<file path="config.mk">
export PLATFORM = sky130hd
export DESIGN_NAME = coherence_bus_ctrl
export DESIGN_NICKNAME = d
export VERILOG_FILES = /design/src/rtl/coherence_bus_ctrl_pkg.sv /design/src/rtl/coherence_bus_ctrl_rr_arbiter2.sv /design/src/rtl/coherence_bus_ctrl.sv
export SDC_FILE = /design/constraint.sdc
export NUM_CORES = 1
export LEC_CHECK = 0
export ABC_AREA = 1
export CORE_AREA = 5 5 190 192
export CTS_BUF_LIST = sky130_fd_sc_hd__clkbuf_16
export DETAILED_ROUTE_END_ITERATION = 16
export DIE_AREA = 0 0 195 197
export GPL_TIMING_DRIVEN = 0
export PLACE_DENSITY_LB_ADDON = 0.1
export SLEW_MARGIN = 20
export SYNTH_ARGS = -nofsm -noshare
export SYNTH_HDL_FRONTEND = slang
export SYNTH_SLANG_ARGS = --single-unit
</file>
<file path="constraint.sdc">
create_clock -name CLK -period 2.55 [get_ports CLK]
set_clock_uncertainty 0.2 [all_clocks]
set_input_delay 0.51 -clock CLK [delete_from_list [all_inputs] [get_ports CLK]]
set_output_delay 0.51 -clock CLK [all_outputs]
set_load 0.05 [all_outputs]
</file>
<file path="src/rtl/coherence_bus_ctrl_pkg.sv">
// Shared types for the coherence bus controller: bus words, RAM status and bus FSM states.
package coherence_bus_ctrl_pkg;

   typedef logic [31:0] word_t;

   typedef enum logic [1:0] {
      FREE   = 2'd0,
      BUSY   = 2'd1,
      ACCESS = 2'd2,
      ERROR  = 2'd3
   } ramstate_t;

   typedef enum logic [2:0] {
      IDLE    = 3'd0,
      IFETCH  = 3'd1,
      DWRITE  = 3'd2,
      SNOOP   = 3'd3,
      SNPRESP = 3'd4,
      FWD     = 3'd5,
      RAMRD   = 3'd6,
      INVAL   = 3'd7
   } bus_state_t;

   // Block address of a two-word line (word-in-block bit cleared).
   localparam word_t BLK_MASK = 32'hFFFF_FFFB;
   // Address presented to the peer on an invalidation.
   localparam word_t INV_MASK = 32'hFFFF_FFF8;

   // Bit 2 selects the second word of a line; it marks the last word of a transfer.
   function automatic logic last_word(input word_t addr);
      return addr[2];
   endfunction

endpackage

</file>
<file path="src/rtl/coherence_bus_ctrl_rr_arbiter2.sv">
// Two-request round-robin arbiter; the pointer remembers the last winner and
// is loaded from outside so several instances can share one pointer value.
module coherence_bus_ctrl_rr_arbiter2 (
   input  logic       CLK,
   input  logic       nRST,
   input  logic [1:0] req,
   input  logic       upd_en,
   input  logic       upd_idx,
   output logic       valid,
   output logic       gnt
);

   logic last_reg;

   // Pointer register: after reset core 1 counts as last winner so core 0 goes first.
   always_ff @(posedge CLK or negedge nRST) begin
      if (!nRST)
         last_reg <= 1'b1;
      else if (upd_en)
         last_reg <= upd_idx;
   end

   // Winner selection: on contention the core that did not win last time goes.
   always_comb begin
      valid = |req;
      if (req == 2'b11)
         gnt = ~last_reg;
      else
         gnt = req[1];
   end

endmodule

</file>
<file path="src/rtl/coherence_bus_ctrl.sv">
// Snooping bus controller between two cores' icache/dcache pairs and one RAM port.
// Serves data requests before instruction fetches, snoops on fills, forwards
// Modified lines cache-to-cache while writing them back, and issues invalidations.
module coherence_bus_ctrl
   import coherence_bus_ctrl_pkg::*;
#(
   parameter int NCPU = 2
) (
   input  logic            CLK,
   input  logic            nRST,
   input  logic [NCPU-1:0] iREN,
   input  word_t           iaddr [NCPU],
   output logic [NCPU-1:0] iwait,
   output word_t           iload [NCPU],
   input  logic [NCPU-1:0] dREN,
   input  logic [NCPU-1:0] dWEN,
   input  word_t           daddr [NCPU],
   input  word_t           dstore [NCPU],
   output logic [NCPU-1:0] dwait,
   output word_t           dload [NCPU],
   input  logic [NCPU-1:0] cctrans,
   input  logic [NCPU-1:0] ccwrite,
   output logic [NCPU-1:0] ccwait,
   output logic [NCPU-1:0] ccinv,
   output word_t           ccsnoopaddr [NCPU],
   output logic            ramREN,
   output logic            ramWEN,
   output word_t           ramaddr,
   output word_t           ramstore,
   input  word_t           ramload,
   input  ramstate_t       ramstate
);

   bus_state_t      state_reg, state_next;
   logic            g_reg, g_next;
   logic            p;
   logic            grant_fire;
   logic            ack;
   logic [NCPU-1:0] dreq;
   logic            d_valid, d_gnt, i_valid, i_gnt;

   // Per-role results of the FSM, fanned out to the granted core and its peer below.
   logic            g_dack, p_dack, g_iack;
   word_t           g_dload, g_iload;
   logic            p_ccwait, p_ccinv;
   word_t           p_snoop;

   assign p   = ~g_reg;
   assign ack = (ramstate == ACCESS);

   // Both arbiters load the same winner on every grant, so they share one pointer value.
   coherence_bus_ctrl_rr_arbiter2 u_darb (
      .CLK     (CLK),
      .nRST    (nRST),
      .req     (dreq),
      .upd_en  (grant_fire),
      .upd_idx (g_next),
      .valid   (d_valid),
      .gnt     (d_gnt)
   );

   coherence_bus_ctrl_rr_arbiter2 u_iarb (
      .CLK     (CLK),
      .nRST    (nRST),
      .req     (iREN),
      .upd_en  (grant_fire),
      .upd_idx (g_next),
      .valid   (i_valid),
      .gnt     (i_gnt)
   );

   // State and grant registers; reset aborts any transaction at once.
   always_ff @(posedge CLK or negedge nRST) begin
      if (!nRST) begin
         state_reg <= IDLE;
         g_reg     <= 1'b0;
      end else begin
         state_reg <= state_next;
         g_reg     <= g_next;
      end
   end

   // Next-state decode and role-level outputs; a dropped request returns to IDLE silently.
   always_comb begin
      state_next = state_reg;
      g_next     = g_reg;
      grant_fire = 1'b0;
      ramREN     = 1'b0;
      ramWEN     = 1'b0;
      ramaddr    = '0;
      ramstore   = '0;
      g_dack     = 1'b0;
      p_dack     = 1'b0;
      g_iack     = 1'b0;
      g_dload    = '0;
      g_iload    = '0;
      p_ccwait   = 1'b0;
      p_ccinv    = 1'b0;
      p_snoop    = '0;
      case (state_reg)
         IDLE: begin
            if (d_valid) begin
               grant_fire = 1'b1;
               g_next     = d_gnt;
               if (dWEN[d_gnt])
                  state_next = DWRITE;
               else if (dREN[d_gnt] && cctrans[d_gnt])
                  state_next = SNOOP;
               else if (cctrans[d_gnt])
                  state_next = INVAL;
               else
                  state_next = RAMRD;
            end else if (i_valid) begin
               grant_fire = 1'b1;
               g_next     = i_gnt;
               state_next = IFETCH;
            end
         end
         IFETCH: begin
            if (!iREN[g_reg]) begin
               state_next = IDLE;
            end else begin
               ramREN  = 1'b1;
               ramaddr = iaddr[g_reg];
               g_iload = ramload;
               g_iack  = ack;
               if (ack)
                  state_next = IDLE;
            end
         end
         DWRITE: begin
            if (!dWEN[g_reg]) begin
               state_next = IDLE;
            end else begin
               ramWEN   = 1'b1;
               ramaddr  = daddr[g_reg];
               ramstore = dstore[g_reg];
               g_dack   = ack;
               if (ack && last_word(daddr[g_reg]))
                  state_next = IDLE;
            end
         end
         SNOOP, SNPRESP: begin
            if (!dREN[g_reg]) begin
               state_next = IDLE;
            end else begin
               p_ccwait = 1'b1;
               p_snoop  = daddr[g_reg] & BLK_MASK;
               if (state_reg == SNOOP)
                  state_next = SNPRESP;
               else if (cctrans[p])
                  state_next = FWD;
               else
                  state_next = RAMRD;
            end
         end
         FWD: begin
            if (!dREN[g_reg]) begin
               state_next = IDLE;
            end else begin
               p_ccwait = 1'b1;
               p_snoop  = daddr[g_reg] & BLK_MASK;
               ramWEN   = 1'b1;
               ramaddr  = daddr[p];
               ramstore = dstore[p];
               g_dload  = dstore[p];
               g_dack   = ack;
               p_dack   = ack;
               if (ack && last_word(daddr[p])) begin
                  p_ccinv    = ccwrite[g_reg];
                  state_next = IDLE;
               end
            end
         end
         RAMRD: begin
            if (!dREN[g_reg]) begin
               state_next = IDLE;
            end else begin
               // A requester still holding cctrans came through SNOOP and keeps the peer blocked.
               p_ccwait = cctrans[g_reg];
               if (cctrans[g_reg])
                  p_snoop = daddr[g_reg] & BLK_MASK;
               ramREN  = 1'b1;
               ramaddr = daddr[g_reg];
               g_dload = ramload;
               g_dack  = ack;
               if (ack && last_word(daddr[g_reg])) begin
                  p_ccinv    = ccwrite[g_reg] & cctrans[g_reg];
                  state_next = IDLE;
               end
            end
         end
         INVAL: begin
            state_next = IDLE;
            if (cctrans[g_reg]) begin
               p_ccwait = 1'b1;
               p_ccinv  = 1'b1;
               p_snoop  = daddr[g_reg] & INV_MASK;
               g_dack   = 1'b1;
            end
         end
         default: state_next = IDLE;
      endcase
   end

   // Fan role-level results out to each core according to whether it is granted or the peer.
   genvar gi;
   generate
      for (gi = 0; gi < NCPU; gi++) begin : g_core
         localparam logic ME = 1'(gi);
         assign dreq[gi]        = dREN[gi] | dWEN[gi] | cctrans[gi];
         assign dwait[gi]       = ~(((g_reg == ME) && g_dack) || ((p == ME) && p_dack));
         assign dload[gi]       = (g_reg == ME) ? g_dload : '0;
         assign iwait[gi]       = ~((g_reg == ME) && g_iack);
         assign iload[gi]       = (g_reg == ME) ? g_iload : '0;
         assign ccwait[gi]      = (p == ME) && p_ccwait;
         assign ccinv[gi]       = (p == ME) && p_ccinv;
         assign ccsnoopaddr[gi] = (p == ME) ? p_snoop : '0;
      end
   endgenerate

endmodule

</file>
==> run summary <==
WP data required - 1840 ps
Top cell type's share of synthesized area - 30.0%
Leak - 7.21 nW
Max-slew violations - 0
Commonest non-fill, non-tap cell in the layout - nand2_1
Clock Pin Slew Worst Setup and Hold Paths - 30 ps
Filler cell count - 3718
H-tree depth - 1
CP endpoint kind - output port
Cell taking the most area after synthesis - nand2_1
Worst-skew pair later-pin latency - 230 ps
CP max stage delay - 360 ps
Clk buf depth - 2
Max cap viols - 0
CP Cell Sequence - buf_6, inv_4, nand2_4, nand2_8, inv_8, nor2_4, buf_12, buf_12, nand2_8, o21ai_4, inv_2, nor2_2, buf_6
Setup violations, final - 243
Most used DFF post-synth - dfrtp_1
Routed WL - 47600 um
Max Freq - 365 MHz
Die area - 38400 um2
Dpl cell area - 12000 um2
Num Clock Sinks - 5
Crit path max-delay cell type - dfrtp_1
I/O Pins - 504
Pre-CTS setup slack - -1380 ps
Failing checks - setup timing
Seq/Total Area, Yosys - 2.07%
Synth top area cells - nand2_1, inv_1, o21ai_0
Mapped Area - 6100 um2
Layout Utilization - 41.1%
Post-synth EDFFs - 0
Die W - 195 um
Power per cell area - 893 nW/um2
Critical Path Fanout Max - 8
Initial antenna violation count - 3
Total Nets Final - 2089
Vias/cell - 4.52
Congestion Overflow GR - 0
Non-Filler Instances - 2307
Most frequent cells in the layout - nand2_1, clkdlybuf4s50_1, buf_6
Synth Area per Inst - 4.68 um2
Layout cell share with drive strength beyond 1 - 39.9%
Library cells used by synthesis - 31
Startpoint types - flip-flop
Max FFs per register - 3
Final hold vios - 0
Ys async rst share - 100%
Root Driver - clkbuf_16
Vias in the first global route - 10900
DRC viols - 0
Final WS setup - -186 ps
Layout Cell Area excl Fill - 14000 um2
Antenna-violating nets left - 0
Detailed-route wire length per cell - 20.6 um
Buffers on Ports - 501
Synth warn - 0
Area growth, synth to finish - 130%
1st-iter DRT viols - 451
Global Route Usage Sum - 23.0%
GP Congestion - 0.891
Core Rows - 68
Synthesized instance count - 1305
Dpl cells - 2262
DPL Wire Length - 38300 um
Final critical-path required period - 2740 ps
CTS Buf Count - 3
Period utilisation layout - 107%
Die Y-Extent - 197 um
Reg area - 128 um2
Outcome - finished, violations left
Area occupied by multi-input gates - 5860 um2
Min-Delay Path Class - input pin to asynchronous set/reset pin
TNS Setup - -17230 ps
Via count - 10400
Flops & latches, synth - 5
Initial Util - 17.8%
Arrival time at the worst endpoint - 2030 ps
First-pass GRT wire length - 69000 um
Crit path kind - flip-flop to output port
Core footprint - 34200 um2
Max VDD drop - 0.362 mV
Unrepaired setup endpoints after global routing - true
DR pass1 iterations - 5
CTS tree - built
Largest net degree at the start of global routing - 11
[kinds of logic (layout without fill, tap and decap cells)]
family / after synthesis / in the layout / share of synthesized area (%)
and+or+nand+nor: 784 / 784 / 54.0
other: 1 / 4 / 0.0615
AOI/OAI and AO/OA: 176 / 176 / 16.9
buffers and inverters: 307 / 851 / 21.7
muxes: 32 / 32 / 5.25
DFF: 5 / 5 / 2.07
[path summary, 6_finish.rpt]
path                                 start         endpoint  slack [ps]  cells past startpoint
hold reg to reg            u_iarb.last_reg  u_iarb.last_reg         350                      2
min in group CLK           u_iarb.last_reg  u_iarb.last_reg         350                      2
setup reg to reg                     g_reg     state_reg[2]         840                     10
max in group asynchronous             nRST  u_iarb.last_reg        1590                      1
hold / removal                        nRST            g_reg         310                      1
setup / recovery                     g_reg        dload[56]        -190                     13
[metal layers]
layer	global-route usage [%]	part of all wire [%]
met5	0	0.027
met4	3.59	1.8
met3	5.88	7.4
met2	44.9	53
met1	25.3	38
[layout make-up]
class / instances / share of cell area (%)
antenna: 2 / 0.0356
tap: 455 / 4.05
clock inverter: 1 / 0.0267
clock buffer: 3 / 0.535
sequential: 5 / 0.909
multi-input combinational: 994 / 41.8
buffer: 105 / 7.81
timing repair buffer: 540 / 39.3
inverter: 202 / 5.54
[timing repair]
action	CTS	global route
hold buffers	0	0
gates cloned	7	2
gates resized for setup	2040	258
pin swaps	31	28
buffers inserted	22	9
setup endpoints to repair	264	264
hold endpoints to repair	0	0
[report_power, final]
group          switching (mW)  internal [mW]
sequential             0.0324          0.126
clock                  0.0513          0.203
combinational            8.07           4.06
[stage by stage]
step | total power, mW | hold WS, ps
6_report | 12.5 | 307
5_1_grt | 13.3 | 331
4_1_cts | 12.0 | 313
3_5_place_dp | 10.5 | 337
3_3_place_gp | 10.5 | 348
2_1_floorplan | 6.72 | 14.4
[critical path, delay by kind of cell, from the launching register on]
kind	cells	cell delay, ps
simple gates	5	490
buf+inv	7	850
flops	1	360
compound gates	1	80
[cell usage after synthesis (4+ instances only)]
cell / instances
a21oi_1: 6
o21ai_0: 105
buf_2: 56
nand3_1: 72
nor3_2: 10
buf_4: 11
nand2_2: 10
nor3_1: 57
nor2_1: 111
nand4_1: 30
nand2_1: 488
inv_2: 26
o211ai_1: 31
mux2i_1: 32
dfrtp_1: 4
o21ai_2: 18
clkbuf_1: 25
buf_6: 8
o21ai_1: 14
buf_1: 5
inv_1: 176
No activity file was read; power rests on OpenSTA's default activity.
